[src/rtl/bus_pkg.sv]
// Shared definitions for the cpu-to-slave bus fabric: status bit positions,
// read FSM states and the address-window match helper.
package bus_pkg;

  localparam int ERR_STICKY  = 31;
  localparam int ERR_TIMEOUT = 30;
  localparam int ERR_OVERRUN = 29;

  typedef enum logic {
    ST_IDLE = 1'b0,
    ST_WAIT = 1'b1
  } rd_state_e;

  // Windows are aligned to their size, so comparing the bits above the
  // window size is a complete match.
  function automatic logic window_hit(input logic [31:0] addr,
                                      input logic [31:0] base,
                                      input logic [4:0]  size_log2);
    return (addr >> size_log2) == (base >> size_log2);
  endfunction

endpackage

[src/rtl/addr_decode.sv]
// Combinational address decoder: one-hot slave select (lowest index wins),
// binary index, unmapped flag and the offset within the selected window.
module addr_decode
  import bus_pkg::*;
#(
  parameter int              AW        = 30,
  parameter int              N         = 4,
  parameter logic [N*AW-1:0] BASE      = '0,
  parameter logic [N*5-1:0]  SIZE_LOG2 = {N{5'd11}},
  parameter logic [AW-1:0]   ERR_ADDR  = '1,
  parameter int              IW        = (N > 1) ? $clog2(N) : 1
) (
  input  logic [AW-1:0] addr_i,
  output logic [N-1:0]  sel_o,
  output logic [IW-1:0] idx_o,
  output logic          unmapped_o,
  output logic          err_hit_o,
  output logic [AW-1:0] offset_o
);

  logic [N-1:0]  hit;
  logic [AW-1:0] base_sel;
  logic          found;

  assign err_hit_o = (addr_i == ERR_ADDR);

  always_comb begin
    hit = '0;
    for (int i = 0; i < N; i++) begin
      hit[i] = window_hit(32'(addr_i), 32'(BASE[i*AW +: AW]), SIZE_LOG2[i*5 +: 5]);
    end
  end

  // The status register address shadows any slave window that overlaps it.
  always_comb begin
    sel_o    = '0;
    idx_o    = '0;
    base_sel = '0;
    found    = 1'b0;
    for (int i = 0; i < N; i++) begin
      if (!found && hit[i] && !err_hit_o) begin
        sel_o[i] = 1'b1;
        idx_o    = IW'(i);
        base_sel = BASE[i*AW +: AW];
        found    = 1'b1;
      end
    end
  end

  assign unmapped_o = !err_hit_o && !found;
  assign offset_o   = addr_i - base_sel;

endmodule

[src/rtl/bus_fabric.sv]
// Memory-mapped interconnect from the cpu master to N slaves with handshaked
// reads, a per-read timeout and a sticky error status register.
//
//   state   | meaning
//   IDLE    | no read outstanding; requests decoded and forwarded
//   WAIT    | read outstanding on slave idx_q; m_busy high, timeout counting
module bus_fabric
  import bus_pkg::*;
#(
  parameter int              AW        = 30,
  parameter int              N         = 4,
  parameter logic [N*AW-1:0] BASE      = '0,
  parameter logic [N*5-1:0]  SIZE_LOG2 = {N{5'd11}},
  parameter int              TIMEOUT   = 15,
  parameter logic [AW-1:0]   ERR_ADDR  = AW'(30'h3FFF_FFFF)
) (
  input  logic            clk,
  input  logic            reset,
  input  logic [AW-1:0]   m_addr,
  input  logic [31:0]     m_wdata,
  input  logic            m_re,
  input  logic            m_we,
  output logic [31:0]     m_rdata,
  output logic            m_rvalid,
  output logic            m_busy,
  output logic            m_err,
  output logic [AW-1:0]   s_addr,
  output logic [31:0]     s_wdata,
  output logic [N-1:0]    s_re,
  output logic [N-1:0]    s_we,
  input  logic [N*32-1:0] s_rdata,
  input  logic [N-1:0]    s_rvalid
);

  localparam int IW = (N > 1) ? $clog2(N) : 1;
  localparam int CW = $clog2(TIMEOUT + 1);

  rd_state_e     state_q, state_d;
  logic [IW-1:0] idx_q, idx_d;
  logic [AW-1:0] raddr_q, raddr_d;
  logic [CW-1:0] cnt_q, cnt_d;
  logic          rvalid_q, rvalid_d;
  logic [31:0]   rdata_q, rdata_d;
  logic          sticky_q, sticky_d;
  logic          timeout_q, timeout_d;
  logic          overrun_q, overrun_d;
  logic [AW-1:0] eaddr_q, eaddr_d;

  logic [N-1:0]  dec_sel;
  logic [IW-1:0] dec_idx;
  logic          dec_unmapped;
  logic          dec_err;
  logic [AW-1:0] dec_offset;

  logic          idle;
  logic [31:0]   status_word;
  logic          rv_sel;
  logic [31:0]   rd_sel;
  logic          fail;
  logic [AW-1:0] fail_addr;

  addr_decode #(
    .AW        (AW),
    .N         (N),
    .BASE      (BASE),
    .SIZE_LOG2 (SIZE_LOG2),
    .ERR_ADDR  (ERR_ADDR),
    .IW        (IW)
  ) u_decode (
    .addr_i     (m_addr),
    .sel_o      (dec_sel),
    .idx_o      (dec_idx),
    .unmapped_o (dec_unmapped),
    .err_hit_o  (dec_err),
    .offset_o   (dec_offset)
  );

  assign idle     = (state_q == ST_IDLE);
  assign s_re     = (m_re && idle) ? dec_sel : '0;
  assign s_we     = (m_we && idle) ? dec_sel : '0;
  assign s_addr   = dec_offset;
  assign s_wdata  = m_wdata;
  assign m_busy   = !idle;
  assign m_rvalid = rvalid_q;
  assign m_rdata  = rdata_q;
  assign m_err    = sticky_q;

  // With AW=30 the top captured address bit shares bit 29 with overrun.
  assign status_word = {sticky_q, timeout_q, overrun_q, 29'b0} | 32'(eaddr_q);

  always_comb begin
    rv_sel = 1'b0;
    rd_sel = '0;
    for (int i = 0; i < N; i++) begin
      if (IW'(i) == idx_q) begin
        rv_sel = s_rvalid[i];
        rd_sel = s_rdata[i*32 +: 32];
      end
    end
  end

  always_comb begin
    state_d   = state_q;
    idx_d     = idx_q;
    raddr_d   = raddr_q;
    cnt_d     = cnt_q;
    rvalid_d  = 1'b0;
    rdata_d   = '0;
    sticky_d  = sticky_q;
    timeout_d = timeout_q;
    overrun_d = overrun_q;
    eaddr_d   = eaddr_q;
    fail      = 1'b0;
    fail_addr = '0;

    case (state_q)
      ST_IDLE: begin
        if (m_we && dec_err) begin
          sticky_d  = 1'b0;
          timeout_d = 1'b0;
          overrun_d = 1'b0;
          eaddr_d   = '0;
        end
        if (m_re) begin
          if (dec_err) begin
            rvalid_d = 1'b1;
            rdata_d  = status_word;
          end else if (dec_unmapped) begin
            rvalid_d  = 1'b1;
            fail      = 1'b1;
            fail_addr = m_addr;
          end else begin
            state_d = ST_WAIT;
            idx_d   = dec_idx;
            raddr_d = m_addr;
            cnt_d   = '0;
          end
        end
      end
      ST_WAIT: begin
        if (m_re || m_we) overrun_d = 1'b1;
        if (rv_sel) begin
          rvalid_d = 1'b1;
          rdata_d  = rd_sel;
          state_d  = ST_IDLE;
        end else if (cnt_q == CW'(TIMEOUT)) begin
          rvalid_d  = 1'b1;
          timeout_d = 1'b1;
          fail      = 1'b1;
          fail_addr = raddr_q;
          state_d   = ST_IDLE;
        end else begin
          cnt_d = cnt_q + 1'b1;
        end
      end
      default: state_d = ST_IDLE;
    endcase

    // Only the first failure since the last clear records its address.
    if (fail) begin
      if (!sticky_d) eaddr_d = fail_addr;
      sticky_d = 1'b1;
    end
  end

  always_ff @(posedge clk) begin
    if (reset) begin
      state_q   <= ST_IDLE;
      idx_q     <= '0;
      raddr_q   <= '0;
      cnt_q     <= '0;
      rvalid_q  <= 1'b0;
      rdata_q   <= '0;
      sticky_q  <= 1'b0;
      timeout_q <= 1'b0;
      overrun_q <= 1'b0;
      eaddr_q   <= '0;
    end else begin
      state_q   <= state_d;
      idx_q     <= idx_d;
      raddr_q   <= raddr_d;
      cnt_q     <= cnt_d;
      rvalid_q  <= rvalid_d;
      rdata_q   <= rdata_d;
      sticky_q  <= sticky_d;
      timeout_q <= timeout_d;
      overrun_q <= overrun_d;
      eaddr_q   <= eaddr_d;
    end
  end

endmodule

[config.mk]
export PLATFORM = sky130hd
export DESIGN_NAME = bus_fabric
export DESIGN_NICKNAME = d
export VERILOG_FILES = /design/src/rtl/bus_pkg.sv /design/src/rtl/addr_decode.sv /design/src/rtl/bus_fabric.sv
export SDC_FILE = /design/constraint.sdc
export NUM_CORES = 1
export LEC_CHECK = 0
export BUFFER_PORTS_ARGS = -buffer_cell sky130_fd_sc_hd__buf_2
export CAP_MARGIN = 20
export CELL_PAD_IN_SITES_DETAIL_PLACEMENT = 2
export CELL_PAD_IN_SITES_GLOBAL_PLACEMENT = 2
export CORE_ASPECT_RATIO = 2
export CORE_MARGIN = 4
export CORE_UTILIZATION = 25
export CTS_CLUSTER_DIAMETER = 50
export CTS_CLUSTER_SIZE = 12
export DETAILED_ROUTE_END_ITERATION = 7
export HOLD_SLACK_MARGIN = 0.15
export PLACE_DENSITY_LB_ADDON = 0.1
export REMOVE_ABC_BUFFERS = 1
export SETUP_SLACK_MARGIN = 0.1
export SLEW_MARGIN = 20
export SYNTH_ARGS = -nofsm -noshare
export SYNTH_HDL_FRONTEND = slang
export SYNTH_SLANG_ARGS = --single-unit
[constraint.sdc]
create_clock -name clk -period 2.85 [get_ports clk]
set_input_delay 0.1425 -clock clk [delete_from_list [all_inputs] [get_ports clk]]
set_output_delay 0.1425 -clock clk [all_outputs]
set_load 0.05 [all_outputs]
==> key figures, run 1 <==
Outcome
  • Status: finished, final reports clean

Synthesis
  • FFs w/ async S/R, synth: 0
  • Synth Area in Compound Gates: 0.184
  • Mux share of post-synthesis cell area: 0.162
  • Flops & latches, synth: 103
  • Share of the synthesized area in the top cell type: 0.387
  • Synthesized area per cell: 10.4 sq um
  • Synth Flop Type: dfxtp_1
  • Top cells by area, synth: dfxtp_1 39%, mux4_2 14%, buf_4 10%
  • Area share of fa/ha/maj cells after synthesis: 0.00235
  • Sequential area share after synthesis: 0.387
  • Library cells used by synthesis: 42
  • Cells after Synth: 511
  • Xor/xnor share of the synthesized area: 0
  • Post-synth EDFFs: 0
  • Synth area leader: dfxtp_1
  • Synth Area in Simple Gates: 0.128
  • Main combinational cell family by area after synthesis: compound AO/OA/AOI/OAI gates
  • Synthesis Warnings: 0
  • Synthesized area: 5320 sq um

Global routing
  • Grt met2 use: 0.333
  • First-pass GRT wire length: 32400 um
  • M3 GR Usage: 0.0703
  • Grt peak-use layer: met2
  • Total grt overflow: 0
  • Met1 track utilization from global routing: 0.178
  • All-Layer GR Usage: 0.177
  • Initial antenna violation count: 0
  • Pin count of the biggest net entering global routing: 48
  • Number of global-route vias before repair: 5411

Worst setup path
  • Crit path required time: 3120 ps
  • Worst R2R Start: cnt_q[0]
  • R2R Setup Slk: 300 ps
  • Cells on worst reg2reg path: 6
  • Worst Path Max Fanout: 15
  • Reg-to-reg endpoint: eaddr_q[27]
  • Critical Path Source: m_addr[2]
  • Critical path class: input port to flip-flop
  • Worst Setup End Kind: flip-flop
  • Crit-path cells: dlygate4sd3_1 > buf_2 > nand4_1 > or4_1 > o21a_1 > a2111o_1 > a22oi_2
  • Startpoint types: input port
  • Max stage delay cell, worst path: a2111o_1
  • Max stage delay on crit path: 700 ps
  • Worst EP arrival: 2930 ps

Cells and area
  • Footprint of the multi-input gates: 2620 sq um
  • Synthesis-to-finish area growth: 26.4%
  • N_diodes: 0
  • # fillers: 2358
  • Register area: 2060 sq um
  • Final Instance Area: 6720 sq um
  • Share of cells above drive strength 1: 0.492
  • Fin nets: 875

Placed design
  • RD Place Congestion: 0.766
  • DP HPWL: 16300 um
  • I/O Buffers: 232
  • Placed Area: 6270 sq um

STA
  • Final Critical Period: 2670 ps
  • Slew Limit Headroom: 0.342
  • Pins Over Slew Limit: 0
  • Setup TNS: 0 ps
  • Min Hold Slack: 223 ps
  • Skew final: 6.13 ps
  • Hold Violations, Final: 0
  • Fmax: 375 MHz
  • RSZ-0062 raised after global routing: no
  • Fin crit share: 0.935
  • Tightest Pin Transition: 986 ps
  • Final Setup Violations: 0

Route
  • Post-DR wirelength/cell: 22.6 um
  • DR DRC count: 0
  • Vias/cell: 4.98
  • Vias: 4733
  • Antenna Nets Post-Route: 0
  • WL final: 21500 um
  • TritonRoute pass-1 iters: 4
  • Initial DRC Count: 155

CTS
  • CTS-repair resized insts: 0
  • Root buf cell: clkbuf_16
  • Clock tree buffer depth: 2
  • Later-pin clock latency in the skew report: 350 ps
  • H-tree Lvls: 3
  • Clock slew at reported path FFs: 70 ps
  • CTS tree: yes
  • Clock sinks: 103
  • Num CTS Buffers: 9

Pwr
  • Internal power: 2.37 mW
  • Leak: 2.77 nW
  • Clock share of power: 0.389
  • Switching share of power: 0.269
  • Sequential power share: 0.462
  • Comb power frac: 0.149
  • Worst VDD drop: 0.232 mV
  • Psw: 0.874 mW
  • Pwr Density: 483 nW/um^2

Run
  • Max Cap Violations: 0

Floorplanning
  • Die W: 111 um
  • Top-level I/O count: 303
  • Core Area: 20900 sq um
  • Placement Rows: 75
  • Die H: 214 um
  • Initial Util: 0.254
  • Die Footprint: 23800 sq um

Min path
  • Worst hold start: m_addr[22]
  • Hold path cells: 3
  • Worst min-delay path category: input port to flip-flop
  • Worst Hold Endpoint: eaddr_q[22]
[critical path: cells and delay by family]
kind | cells | cell delay, ps
and+or+nand+nor | 2 | 790
AOI/OAI and AO/OA | 3 | 1300
buffers and inverters | 2 | 690
[metrics by stage]
| step | setup WS [ps] | cells | utilization | power, mW |
|---|---|---|---|---|
| finish | 184 | 950 | 0.321 | 3.25 |
| global route | 130 | 950 | 0.321 | 3.40 |
| CTS | 106 | 949 | 0.321 | 3.30 |
| detailed placement | 257 | 919 | 0.300 | 2.01 |
| global placement | 383 | 919 | 0.300 | 2.00 |
| floorplan | -3640 | 405 | - | 1.69 |
[synthesized netlist by cell type (2+ instances only)]
cell type	number
a211oi_1	2
nand4_1	8
nor4_1	6
nor3_1	4
mux4_2	33
or4_1	2
a31oi_1	3
o21ai_1	2
a22oi_2	30
and2_1	22
a21oi_1	5
or3_1	2
nand2_1	35
o21a_1	3
buf_4	72
and3_1	3
buf_6	4
nor2_1	45
dfxtp_1	103
mux2i_1	12
a22oi_1	50
clkbuf_1	34
a32oi_1	11
nor2b_1	2
[power groups by stage]
stage / clock, mW / combinational (mW) / sequential, mW
finish: 1.26 / 0.484 / 1.50
global route: 1.37 / 0.524 / 1.51
CTS: 1.31 / 0.492 / 1.50
detailed placement: 0 / 0.475 / 1.53
global placement: 0 / 0.460 / 1.54
floorplan: 0 / 0.160 / 1.53
[state kept, by name, indices dropped and copies added (netlist names)]
register / cells
eaddr_q: 30
m_rdata: 32
timeout_q: 1
cnt_q: 4
m_busy: 1
overrun_q: 1
raddr_q: 30
m_rvalid: 1
m_err: 1
idx_q: 2
[placed cells by master, fill, tap and decap left out, types with 3 or more instances in the layout]
| cell type | count |
|---|---|
| mux2i_1 | 12 |
| clkbuf_16 | 9 |
| a21oi_1 | 4 |
| mux4_2 | 33 |
| nor3_1 | 3 |
| clkinv_2 | 3 |
| nand2_1 | 35 |
| nor4_1 | 6 |
| a32oi_1 | 11 |
| buf_2 | 232 |
| o21a_1 | 3 |
| dlygate4sd3_1 | 14 |
| buf_4 | 13 |
| a22oi_1 | 50 |
| nor2_1 | 45 |
| and2_1 | 21 |
| nand4_1 | 8 |
| a22oi_2 | 30 |
| conb_1 | 6 |
| dfxtp_1 | 101 |
[worst max-delay path by stage]
stage / to
after floorplan: eaddr_q[0]
after global placement: eaddr_q[10]
after detailed placement: eaddr_q[24]
after CTS: eaddr_q[24]
after global routing: eaddr_q[0]
final: eaddr_q[27]
[logic make-up (layout without fill, tap and decap cells)]
logic type	count (synthesis)	after routing
adders and majority gates	1	1
AOI/OAI and AO/OA	111	112
buffers and inverters	112	276
other	1	6
muxes	45	45
and+or+nand+nor	138	138
DFF	103	103
[cell type report]
cell class	instances	area share
clock buffer	10	0.0355
inverter	1	0.000558
tap	269	0.0501
sequential	103	0.307
clock inverter	6	0.00893
multi-input combinational	302	0.390
timing repair buffer	259	0.208
[per-layer routing]
layer  vias up  part of all wire
li1       2151                 -
met1      2386              0.35
met2       181              0.56
met3        11             0.083
met4         4             0.011
met5         -            0.0038
[what timing repair did]
item | in CTS | in global routing
hold buffers | 14 | 0
endpoints found under the hold margin | 15 | 0
setup endpoints to repair | 0 | 30
buffers inserted | 0 | 0
Note: power is estimated with default switching activity, not from simulation.
==> inputs of run 2 (changes only) <==
--- a/config.mk
+++ b/config.mk
@@ -10,13 +10,13 @@
 export CELL_PAD_IN_SITES_DETAIL_PLACEMENT = 2
 export CELL_PAD_IN_SITES_GLOBAL_PLACEMENT = 2
 export CORE_ASPECT_RATIO = 2
-export CORE_MARGIN = 4
+export CORE_MARGIN = 2
 export CORE_UTILIZATION = 25
 export CTS_CLUSTER_DIAMETER = 50
 export CTS_CLUSTER_SIZE = 12
 export DETAILED_ROUTE_END_ITERATION = 7
 export HOLD_SLACK_MARGIN = 0.15
-export PLACE_DENSITY_LB_ADDON = 0.1
+export PLACE_DENSITY_LB_ADDON = 0.08
 export REMOVE_ABC_BUFFERS = 1
 export SETUP_SLACK_MARGIN = 0.1
 export SLEW_MARGIN = 20
==> run 2 against run 1 <==
  * Clock power rose by 7%
  * Flip-flop and latch count unchanged
  * Global-route usage is 1.1 points higher
  * Count of clock-buffer cells in the layout grew 1
  * Sequential share of layout area grew 0.11 points
  * Clock skew rose by 3.0 ps
  * Total power increased by 2.3%
  * Critical endpoint is now eaddr_q[10]
  * Cell count down 0.42%
  * Die area is 5.4% lower
  * Register-to-register slack better by 130 ps
  * Final area is 0.37% lower
==> key figures, run 2 (synthesized netlist as in run 1, its figures left out) <==
STA
  • Fin crit share: 0.913
  • Setup TNS: 0 ps
  • Slew Limit Headroom: 0.333
  • Tightest Pin Transition: 998 ps
  • Skew final: 9.15 ps
  • Min Hold Slack: 160 ps
  • RSZ-0062 raised after global routing: no
  • Final Critical Period: 2600 ps
  • Pins Over Slew Limit: 0
  • Final Setup Violations: 0
  • Hold Violations, Final: 0
  • Fmax: 385 MHz

Pwr
  • Tot Pwr: 3.32 mW
  • Pwr Density: 496 nW/um^2
  • Leak: 2.77 nW
  • Internal power: 2.46 mW
  • Switching share of power: 0.260
  • Worst VDD drop: 0.231 mV
  • Clock share of power: 0.405
  • Comb power frac: 0.143
  • Sequential power share: 0.452
  • Psw: 0.865 mW

Route
  • TritonRoute pass-1 iters: 4
  • Post-DR wirelength/cell: 22.2 um
  • DR DRC count: 0
  • Vias/cell: 4.91
  • Vias: 4649
  • WL final: 21000 um
  • Initial DRC Count: 133
  • Antenna Nets Post-Route: 0

CTS
  • CTS tree: yes
  • H-tree Lvls: 3
  • Later-pin clock latency in the skew report: 350 ps
  • Num CTS Buffers: 9
  • CTS-repair resized insts: 0
  • Clock slew at reported path FFs: 70 ps
  • Root buf cell: clkbuf_16
  • Clock tree buffer depth: 2
  • Clock sinks: 103

Global routing
  • Total grt overflow: 0
  • Initial antenna violation count: 1
  • Number of global-route vias before repair: 5432
  • Pin count of the biggest net entering global routing: 48
  • All-Layer GR Usage: 0.188
  • First-pass GRT wire length: 31500 um

Floorplanning
  • Die W: 107 um
  • Placement Rows: 75
  • Die H: 210 um
  • Core Area: 20900 sq um
  • Top-level I/O count: 303
  • Initial Util: 0.254
  • Die Footprint: 22500 sq um

Cells and area
  • Share of cells above drive strength 1: 0.493
  • Max reg flops: 32
  • Most frequent cells in the layout: 232 x buf_2, 101 x dfxtp_1, 50 x a22oi_1
  • Fin nets: 871
  • # fillers: 2369
  • Commonest non-fill, non-tap cell in the layout: buf_2
  • Synthesis-to-finish area growth: 25.9%
  • Final Instance Area: 6700 sq um

Worst setup path
  • Crit path required time: 3120 ps
  • Worst Setup End Kind: flip-flop
  • Worst R2R Start: idx_q[0]
  • Critical path class: input port to flip-flop
  • Worst EP arrival: 2870 ps
  • Startpoint types: input port
  • Worst Path Max Fanout: 30
  • Critical Path Source: m_addr[8]

Run
  • Max Cap Violations: 0

Placed design
  • RD Place Congestion: 0.757
  • Placed Area: 6270 sq um
  • I/O Buffers: 232
  • DP HPWL: 15800 um

Min path
  • Worst min-delay path category: input port to flip-flop
  • Worst hold start: m_addr[4]

Outcome
  • Status: finished, final reports clean
==> run 2: changes by cell type in the layout (fill, tap and decap cells not counted) <==
cell / previous run / this run
bufinv_16: 1 / 2
clkbuf_1: 0 / 1
clkinv_2: 3 / 2
diode_2: 0 / 1
clkinvlp_4: 2 / 0
a2111o_1: 1 / 0
dlygate4sd3_1: 14 / 11
==> run 2: power groups by stage <==
| stage | clock network [mW] | logic [mW] | registers (mW) |
|---|---|---|---|
| floorplan | 0 | 0.160 | 1.53 |
| global placement | 0 | 0.458 | 1.53 |
| detailed placement | 0 | 0.472 | 1.53 |
| CTS | 1.39 | 0.485 | 1.50 |
| global route | 1.46 | 0.514 | 1.51 |
| finish | 1.35 | 0.475 | 1.50 |
==> run 2: metrics by stage <==
step | util | cells | setup WS (ps)
6_report | 0.320 | 946 | 249
3_5_place_dp | 0.300 | 919 | 259
2_1_floorplan | - | 405 | -3640
4_1_cts | 0.320 | 945 | 112
3_3_place_gp | 0.300 | 919 | 360
5_1_grt | 0.320 | 946 | 113
==> run 2: repair_timing <==
action	CTS	global route
endpoints found under the hold margin	12	0
setup buffers	0	0
setup endpoints to repair	0	24
hold buffers	11	0
==> run 2: area by class of cell <==
class	count	area (sq um)	share of cell area
diodes	1	2.50	0.000374
clock buffers	11	243	0.0362
clock inverters	4	70.1	0.0105
inverters	1	3.75	0.000560
multi-input cells	301	2610	0.390
flip-flops and latches	103	2060	0.308
well taps	269	337	0.0502
repair buffers	256	1370	0.204
==> run 2: final timing paths <==
path | to | slack [ps] | depth (start not counted)
hold / removal | raddr_q[4] | 160 | 3
setup / recovery | eaddr_q[10] | 250 | 7
hold reg to reg | raddr_q[14] | 470 | 1
setup reg to reg | eaddr_q[10] | 430 | 5
==> run 2: critical path, stage by stage <==
cell           delay [ps]
dlygate4sd3_1         530
buf_2                 140
nand4_1               160
or4_1                 610
o21a_1                280
a2111o_2              710
a22oi_2               280
==> run 2: routing by layer <==
metal | track usage | up-vias | wire length, um
li1 | - | 2140 | -
met1 | 0.189 | 2277 | 7010
met2 | 0.345 | 209 | 11400
met3 | 0.0705 | 21 | 1940
met4 | 0.0672 | 2 | 477
met5 | 0.0323 | - | 74
